===== config.mk =====
export PLATFORM = sky130hd
export DESIGN_NAME = result_stage
export DESIGN_NICKNAME = d
export VERILOG_FILES = /design/src/rtl/result_stage.sv
export SDC_FILE = /design/constraint.sdc
export NUM_CORES = 1
export LEC_CHECK = 0
export ABC_CLOCK_PERIOD_IN_PS = 2100
export BUFFER_PORTS_ARGS = -buffer_cell sky130_fd_sc_hd__buf_4
export CAP_MARGIN = 20
export CORE_UTILIZATION = 49
export CTS_CLUSTER_DIAMETER = 40
export CTS_CLUSTER_SIZE = 12
export DETAILED_ROUTE_END_ITERATION = 6
export PLACE_DENSITY_LB_ADDON = 0.2
export SETUP_SLACK_MARGIN = 0.4
export SYNTH_ARGS = -nofsm -noshare
export SYNTH_HDL_FRONTEND = slang
export SYNTH_SLANG_ARGS = --single-unit

===== constraint.sdc =====
create_clock -name clk -period 2.1 [get_ports clk]
set_clock_uncertainty 0.05 [all_clocks]
set_input_delay 0.21 -clock clk [delete_from_list [all_inputs] [get_ports clk]]
set_output_delay 0.21 -clock clk [all_outputs]
set_load 0.02 [all_outputs]

===== src/rtl/result_stage.sv =====
// -----------------------------------------------------------------------------
// result_stage
//
// Writeback result stage of the multicycle RV32 core. It registers the ALU
// result, waits for load data from the data memory port (with a timeout) and
// selects the value written back to the register file and to the PC.
//
// Optional feature macro: RESULT_LOAD_EXT_EN
//   defined   : byte/halfword lane extraction, sign/zero extension and
//               misalignment detection (WIDTH must be 32)
//   undefined : data_reg captures raw mem_rdata, load_funct3/load_addr_lo are
//               ignored and load_err comes only from the timeout
//
// Ports:
//   clk          in   rising-edge clock
//   rst_n        in   asynchronous active-low reset
//   alu_result   in   combinational ALU output
//   alu_en       in   alu_out register captures alu_result when 1
//   pc_plus4     in   PC+4 for JAL/JALR link
//   load_start   in   1-cycle load request
//   load_funct3  in   load type, sampled with load_start
//   load_addr_lo in   address bits [1:0], sampled with load_start
//   mem_rdata    in   memory read data
//   mem_rvalid   in   mem_rdata valid this cycle
//   result_sel   in   0 alu_out, 1 data_reg, 2 alu_result, 3 pc_plus4
//   result       out  selected writeback value
//   load_busy    out  high while waiting for load data
//   load_done    out  1-cycle pulse: data_reg updated
//   load_err     out  1-cycle pulse: timeout or misaligned request
// -----------------------------------------------------------------------------
module result_stage #(
    parameter int WIDTH   = 32,
    parameter int TIMEOUT = 15
) (
    input  logic             clk,
    input  logic             rst_n,
    input  logic [WIDTH-1:0] alu_result,
    input  logic             alu_en,
    input  logic [WIDTH-1:0] pc_plus4,
    input  logic             load_start,
    input  logic [2:0]       load_funct3,
    input  logic [1:0]       load_addr_lo,
    input  logic [WIDTH-1:0] mem_rdata,
    input  logic             mem_rvalid,
    input  logic [1:0]       result_sel,
    output logic [WIDTH-1:0] result,
    output logic             load_busy,
    output logic             load_done,
    output logic             load_err
);

    typedef enum logic {
        S_IDLE = 1'b0,
        S_WAIT = 1'b1
    } state_t;

    localparam logic [7:0] TIMEOUT_CNT = 8'(TIMEOUT);

    state_t           state;
    logic [WIDTH-1:0] alu_out;
    logic [WIDTH-1:0] data_reg;
    logic [7:0]       cnt;
    logic [7:0]       cnt_next;
    logic [WIDTH-1:0] load_value;
    logic             misaligned;

`ifdef RESULT_LOAD_EXT_EN
    logic [2:0] funct3_q;
    logic [1:0] addr_lo_q;

    // Pick the addressed lane and extend it according to the load type.
    function automatic logic [WIDTH-1:0] extract(input logic [WIDTH-1:0] rdata,
                                                 input logic [2:0]       f3,
                                                 input logic [1:0]       lo);
        logic signed [7:0]  b_lane;
        logic signed [15:0] h_lane;
        case (lo)
            2'd0:    b_lane = rdata[7:0];
            2'd1:    b_lane = rdata[15:8];
            2'd2:    b_lane = rdata[23:16];
            default: b_lane = rdata[31:24];
        endcase
        h_lane = lo[1] ? rdata[31:16] : rdata[15:0];
        case (f3)
            3'b000:  extract = {{(WIDTH-8){b_lane[7]}}, b_lane};
            3'b100:  extract = {{(WIDTH-8){1'b0}}, b_lane};
            3'b001:  extract = {{(WIDTH-16){h_lane[15]}}, h_lane};
            3'b101:  extract = {{(WIDTH-16){1'b0}}, h_lane};
            default: extract = rdata;
        endcase
    endfunction

    // Halfwords need an even address, words a 4-byte aligned one.
    function automatic logic is_misaligned(input logic [2:0] f3,
                                           input logic [1:0] lo);
        is_misaligned = ((f3[1:0] == 2'b01) && lo[0]) ||
                        ((f3 == 3'b010) && (lo != 2'b00));
    endfunction

    assign misaligned = is_misaligned(load_funct3, load_addr_lo);
    assign load_value = extract(mem_rdata, funct3_q, addr_lo_q);
`else
    logic unused_load_info;

    assign unused_load_info = ^{load_funct3, load_addr_lo};
    assign misaligned       = 1'b0;
    assign load_value       = mem_rdata;
`endif

    // Saturating increment: the counter never wraps back to zero.
    assign cnt_next  = (cnt == 8'hFF) ? cnt : cnt + 8'd1;
    assign load_busy = (state == S_WAIT);

    always_ff @(posedge clk or negedge rst_n) begin
        if (!rst_n) begin
            alu_out <= '0;
        end else if (alu_en) begin
            alu_out <= alu_result;
        end
    end

    always_ff @(posedge clk or negedge rst_n) begin
        if (!rst_n) begin
            state     <= S_IDLE;
            data_reg  <= '0;
            cnt       <= '0;
            load_done <= 1'b0;
            load_err  <= 1'b0;
`ifdef RESULT_LOAD_EXT_EN
            funct3_q  <= '0;
            addr_lo_q <= '0;
`endif
        end else begin
            load_done <= 1'b0;
            load_err  <= 1'b0;
            case (state)
                S_IDLE: begin
                    if (load_start) begin
                        if (misaligned) begin
                            load_err <= 1'b1;
                        end else begin
`ifdef RESULT_LOAD_EXT_EN
                            funct3_q  <= load_funct3;
                            addr_lo_q <= load_addr_lo;
`endif
                            cnt   <= '0;
                            state <= S_WAIT;
                        end
                    end
                end
                S_WAIT: begin
                    // Data arriving in the timeout cycle still completes the load.
                    if (mem_rvalid) begin
                        data_reg  <= load_value;
                        load_done <= 1'b1;
                        state     <= S_IDLE;
                    end else if (cnt_next == TIMEOUT_CNT) begin
                        cnt      <= cnt_next;
                        load_err <= 1'b1;
                        state    <= S_IDLE;
                    end else begin
                        cnt <= cnt_next;
                    end
                end
                default: state <= S_IDLE;
            endcase
        end
    end

    always_comb begin
        result = alu_out;
        case (result_sel)
            2'd0:    result = alu_out;
            2'd1:    result = data_reg;
            2'd2:    result = alu_result;
            default: result = pc_plus4;
        endcase
    end

endmodule


==> results of run 1 <==
path summary, 6_finish.rpt:
check                              end  slack, ns  cells past startpoint
max reg2reg                  load_busy       0.42                      6
min                        data_reg[8]       0.04                      2
min in group asynchronous    load_done       0.27                      2
max                          load_busy       0.42                      6
max in group asynchronous       cnt[2]       1.13                      3
min reg2reg                 alu_out[0]       0.44                      1
power by group through the flow:
stage	clock (mW)	combinational [mW]	sequential, mW
6_report	1.46	1.13	1.81
5_1_grt	1.54	1.22	1.84
4_1_cts	1.49	1.10	1.81
3_5_place_dp	0	1.07	1.85
3_3_place_gp	0	1.04	1.83
2_1_floorplan	0	0.643	1.80
repair_timing:
item                                   in CTS  in global routing
pin swaps                                   2                  2
hold buffers                                1                  0
setup buffers                               2                  1
endpoints found under the hold margin      28                  0
gates resized for setup                     0                  6
setup endpoints to repair                   2                  3
routing by layer:
| metal | routed length, µm | part of all wire [%] | vias to the layer above |
|---|---|---|---|
| met5 | 0 | 0 | - |
| met4 | 236 | 2.7 | 0 |
| met3 | 517 | 5.8 | 19 |
| met2 | 4612 | 52 | 100 |
| met1 | 3507 | 40 | 1353 |
| li1 | - | - | 1235 |
layout by cell type, fill, tap and decap left out, drive strengths merged, types with 3 or more instances in the layout:
| cell type | instances |
|---|---|
| nand2 | 7 |
| nor2 | 4 |
| mux4 | 32 |
| o21ai | 7 |
| inv | 4 |
| buf | 143 |
| nand4 | 4 |
| dfrtp | 75 |
| a21oi | 6 |
| bufinv | 4 |
| nand3 | 4 |
| clkbuf | 10 |
| mux2 | 64 |
| a31oi | 3 |
final cells by class:
class | instances | area (µm²)
tap | 99 | 123.9
clock inverter | 6 | 137.6
timing repair buffer | 144 | 1121
clock buffer | 10 | 127.6
inverter | 4 | 15.01
fill | 531 | 2122
multi-input combinational | 153 | 1804
sequential | 75 | 1879
cells by family (layout without fill, tap and decap cells):
logic type                 Yosys count  in the layout  share of synthesized area, %
AOI/OAI and AO/OA                   20             20                         3.188
adders and majority gates            1              1                        0.3321
buffers and inverters               21            164                         2.656
DFF                                 75             75                         49.82
muxes                               96             96                         38.26
and+or+nand+nor                     36             36                         5.745
cells in the mapped netlist, drive strengths merged, types with 2 or more instances:
master and instances:
and3 2, nand3 4, clkbuf 3, nor4b 2, nor3 2, and2 2
nand2b 2, mux2 64, a31oi 3, nand4 4, buf 14, dfrtp 75
inv 4, nor2 4, nand2 7, mux4 32, o21ai 7, or3 2
a21oi 6
through the flow:
stage	setup WS [ns]	util [%]	cell area (µm²)
2_1_floorplan	0.4240	-	3767
3_3_place_gp	0.3317	66.77	4895
3_5_place_dp	0.3154	66.77	4895
4_1_cts	0.4142	70.73	5185
5_1_grt	0.3055	71.05	5209
6_report	0.4181	71.05	5209
critical path: cells and delay by family (launching register included):
| kind | cells | cell delay [ns] |
|---|---|---|
| and+or+nand+nor | 2 | 0.54 |
| AOI/OAI and AO/OA | 2 | 0.25 |
| buffers and inverters | 1 | 0.04 |
| DFF | 1 | 0.39 |
| adders and majority gates | 1 | 0.29 |
==> impl_metrics.env, run 1 <==
export IMPL_synth_top_area_share_pct=49.82
export IMPL_antenna_diode_count=0
export IMPL_overflow=0
export IMPL_met1_usage_pct=27.75
export IMPL_insertion_delay_ns=0.35
export IMPL_grt_pass1_vias=2892
export IMPL_cts_tree="built"
export IMPL_synthCells=249
export IMPL_maxCapViolCount=0
export IMPL_netSwitchingFraction_pct=26.01
export IMPL_grt_usage_pct=23.71
export IMPL_p_leak_nw=2.330
export IMPL_hold_slack_ns=0.03795
export IMPL_grt_use_met2_pct=42.29
export IMPL_synth_area_leaders="dfrtp_1, mux4_2, mux2_2"
export IMPL_setup_viol=0
export IMPL_viasPerCell=5.513
export IMPL_yosys_area_top_type="dfrtp_1"
export IMPL_cts_path_max_buffers=2
export IMPL_status="finished clean"
export IMPL_finalMaxSlewViolations=0
export IMPL_end_kind="register"
export IMPL_drive_gt1_share_pct=65.82
export IMPL_clock_root_buffer="clkbuf_8"
export IMPL_dieArea_um2=8043
export IMPL_wl_per_cell_um=18.07
export IMPL_peakVddDrop_mv=0.4180
export IMPL_num_vias=2707
export IMPL_path_cells="ha_1, inv_2, or3_4, nor4b_4, o211a_1, o21ai_1"
export IMPL_mappedNetlistNets=358
export IMPL_ant_nets=0
export IMPL_syn_area_um2=3767
export IMPL_drc_errors=0
export IMPL_cp_startpoint="cnt[0]"
export IMPL_dp_cells=471
export IMPL_grt_pass1_wl_um=13870
export IMPL_nets=496
export IMPL_die_x_um=89.69
export IMPL_grt_most_used_layer="met2"
export IMPL_path_max_fanout=2
export IMPL_synth_edf_count=0
export IMPL_yosysWarnings=0
export IMPL_totalPowerFinal_mw=4.399
export IMPL_gp_congestion=0.8588
export IMPL_grt_util_met3_pct=4.479
export IMPL_start_util_pct=51.39
export IMPL_ys_flop_type="dfrtp_1"
export IMPL_antenna_found_initial=0
export IMPL_firstDrtPassIters=4
export IMPL_syn_avg_cell_area_um2=15.13
export IMPL_r2r_start="cnt[0]"
export IMPL_cp_slowest_cell="dfrtp_1"
export IMPL_clock_sinks=75
export IMPL_clk_pin_slew_ns=0.09
export IMPL_hp_start="mem_rdata[8]"
export IMPL_async_flop_share_pct=100.0
export IMPL_cp_required_ns=2.27
export IMPL_worstPathArrival_ns=1.86
export IMPL_grt_max_degree=48
export IMPL_max_slew_margin_pct=68.58
export IMPL_drtIter0Drc=77
export IMPL_grt_setup_unrepaired="yes"
export IMPL_synth_cell_types=34
export IMPL_port_buffer_count=137
export IMPL_syn_to_final_growth_pct=38.26
export IMPL_worst_pin_slew_ns=0.4714
export IMPL_cts_buffers=9
export IMPL_place_hpwl_um=6176
export IMPL_finalHoldViolCount=0
export IMPL_ctsHtreeMaxLevel=3
export IMPL_synth_seq_cells=75
export IMPL_power_density_nw_per_um2=844.5
export IMPL_min_period_ns=1.682
export IMPL_finalCritPeriodShare_pct=80.09
export IMPL_switching_power_mw=1.144
export IMPL_holdCritPathClass="input port to register"
export IMPL_fin_cells=491
export IMPL_internal_power_mw=3.254
export IMPL_core_um2=7331
export IMPL_yosysSeqAreaShare_pct=49.82
export IMPL_ios=143
export IMPL_setup_tns_final_ns=0
export IMPL_start_kind="register"
export IMPL_cp_slowest_stage_delay_ns=0.39
export IMPL_dieHeight_um=89.69
export IMPL_pwr_share_comb_pct=25.6
export IMPL_routed_wirelength_um=8873
export IMPL_p_seq_share_pct=41.1
export IMPL_placementRows=31
export IMPL_crit_type="register to register"
export IMPL_clkPwrFrac_pct=33.3
export IMPL_fmax_mhz=594.6
Note: power is estimated with default switching activity, not from simulation.
==> inputs of run 2 (changes only) <==
Settings changed: ABC_CLOCK_PERIOD_IN_PS 2100 to 1400, CORE_UTILIZATION 49 to 44.
Clock period 2.1 ns to 1.4 ns, I/O delays scaled along.
==> impl_metrics.env, run 2 (same netlist as run 1, synthesis figures left out) <==
export IMPL_r2r_start="cnt[1]"
export IMPL_p_leak_nw=3.095
export IMPL_status="finished with violations"
export IMPL_grt_setup_unrepaired="yes"
export IMPL_cp_startpoint="cnt[1]"
export IMPL_peakVddDrop_mv=0.7308
export IMPL_clock_root_buffer="clkbuf_8"
export IMPL_syn_to_final_growth_pct=76.45
export IMPL_grt_pass1_vias=3497
export IMPL_gp_congestion=0.7888
export IMPL_drc_errors=0
export IMPL_dieArea_um2=8936
export IMPL_cp_slowest_stage_delay_ns=0.39
export IMPL_internal_power_mw=4.996
export IMPL_ctsHtreeMaxLevel=3
export IMPL_maxCapViolCount=0
export IMPL_nets=609
export IMPL_clkPwrFrac_pct=24.5
export IMPL_pwr_share_comb_pct=36.1
export IMPL_finalCritPeriodShare_pct=118.2
export IMPL_cp_slowest_cell="dfrtp_1"
export IMPL_final_common_cell="buf_4"
export IMPL_clock_sinks=75
export IMPL_cts_buffers=9
export IMPL_crit_buf_inv=1
export IMPL_fmax_mhz=604.3
export IMPL_power_density_nw_per_um2=1042
export IMPL_finalHoldViolCount=0
export IMPL_p_seq_share_pct=39.4
export IMPL_clk_pin_slew_ns=0.09
export IMPL_finalMaxSlewViolations=0
export IMPL_fin_cells=610
export IMPL_routed_wirelength_um=11420
export IMPL_netSwitchingFraction_pct=27.90
export IMPL_grt_usage_pct=25.18
export IMPL_end_kind="register"
export IMPL_max_slew_margin_pct=67.69
export IMPL_worstPathArrival_ns=1.83
export IMPL_worst_pin_slew_ns=0.4846
export IMPL_die_x_um=94.53
export IMPL_viasPerCell=5.369
export IMPL_antenna_found_initial=0
export IMPL_dp_cells=501
export IMPL_insertion_delay_ns=0.34
export IMPL_path_max_fanout=2
export IMPL_final_cell_mix="buf_4, dfrtp_1, dlygate4sd3_1"
export IMPL_ios=143
export IMPL_crit_type="register to register"
export IMPL_core_um2=8258
export IMPL_placementRows=33
export IMPL_wl_per_cell_um=18.72
export IMPL_drive_gt1_share_pct=62.97
export IMPL_start_util_pct=45.62
export IMPL_dieHeight_um=94.53
export IMPL_worst_slack_ns=-0.2547
export IMPL_hp_start="alu_result[20]"
export IMPL_grt_pass1_wl_um=16900
export IMPL_setup_viol=39
export IMPL_violations="negative setup slack"
export IMPL_cts_path_max_buffers=2
export IMPL_drtIter0Drc=87
export IMPL_num_vias=3275
export IMPL_place_hpwl_um=6823
export IMPL_start_kind="register"
export IMPL_antenna_diode_count=0
export IMPL_firstDrtPassIters=4
export IMPL_switching_power_mw=1.933
export IMPL_setup_tns_final_ns=-5.211
export IMPL_port_buffer_count=137
export IMPL_min_period_ns=1.655
export IMPL_grt_max_degree=76
export IMPL_overflow=0
export IMPL_critPathTopFamily="simple AND/OR/NAND/NOR gates"
export IMPL_holdCritPathClass="input port to register"
export IMPL_path_cells="ha_1, inv_1, or3_1, nor4b_2, o211a_1, o21ai_1"
export IMPL_cts_tree="built"
export IMPL_cp_required_ns=1.57
export IMPL_ant_nets=0
[run 2: cell types whose count changed in the layout (fill, tap and decap cells not counted), moves of 2 or more]
cell	change
dlygate4sd3_1	+59
buf_6	+44
mux2_2	-34
mux2_4	+34
buf_12	+7
buf_16	+4
bufinv_16	-3
clkinv_2	+2
clkinv_4	-2
clkinvlp_4	+2
nand2_1	-2
nor4b_2	+2
[run 2: worst register-to-register path, delay by kind of cell (launching register included)]
family                     cells  cell delay (ns)
and+or+nand+nor                2             0.52
DFF                            1             0.39
buffers and inverters          1             0.04
AOI/OAI and AO/OA              2             0.25
adders and majority gates      1             0.28
[run 2: cell type report]
| type | instances | area [µm²] |
|---|---|---|
| Clock buffer | 10 | 137.6 |
| Clock inverter | 6 | 63.81 |
| Fill cell | 467 | 1610 |
| Inverter | 4 | 15.01 |
| Multi-Input combinational cell | 153 | 1972 |
| Sequential cell | 75 | 1878 |
| Tap cell | 105 | 131.4 |
| Timing Repair Buffer | 257 | 2450 |
[run 2: worst paths after layout]
check	cells after the start	endpoint	slack [ns]
max reg2reg	6	load_busy	-0.25
max	6	load_busy	-0.25
min	2	alu_out[20]	0.01
min reg2reg	1	data_reg[6]	0.46
max in group asynchronous	3	cnt[4]	0.66
min in group asynchronous	3	data_reg[11]	0.30
[run 2: per-stage QoR]
stage                     hold WS (ns)  setup slack (ns)  cell area [µm²]  util, %  power, mW
after detailed placement        0.1369           -0.2755             5154    62.41      4.484
after floorplan                -0.2056           -0.2370             3852        -      3.697
after CTS                     0.002078           -0.2714             6470    78.35      6.750
after global placement          0.1422           -0.2293             5154    62.41      4.401
after global routing         -0.002422           -0.3473             6648    80.50      7.240
final                          0.01157           -0.2547             6648    80.50      6.929
[run 2: repair_timing]
item | CTS | global route
gates cloned | 4 | 0
buffers inserted | 16 | 13
pin swaps | 6 | 3
endpoints found under the hold margin | 134 | 0
endpoints found under the setup margin | 77 | 78
resized for setup | 77 | 17
hold buffers | 60 | 0
[run 2: metal layers]
layer,track usage (%),wire length [µm],vias to the layer above
met2,46.01,6156,121
met1,30.07,4481,1677
li1,-,-,1462
met5,0,0,-
met3,4.589,585,15
met4,7.702,194,0
[run 2: power groups by stage]
stage	clock network, mW	logic, mW	registers, mW
finish	1.70	2.50	2.73
floorplan	0	0.996	2.70
CTS	1.71	2.32	2.72
global placement	0	1.68	2.72
global route	1.83	2.64	2.76
detailed placement	0	1.74	2.75
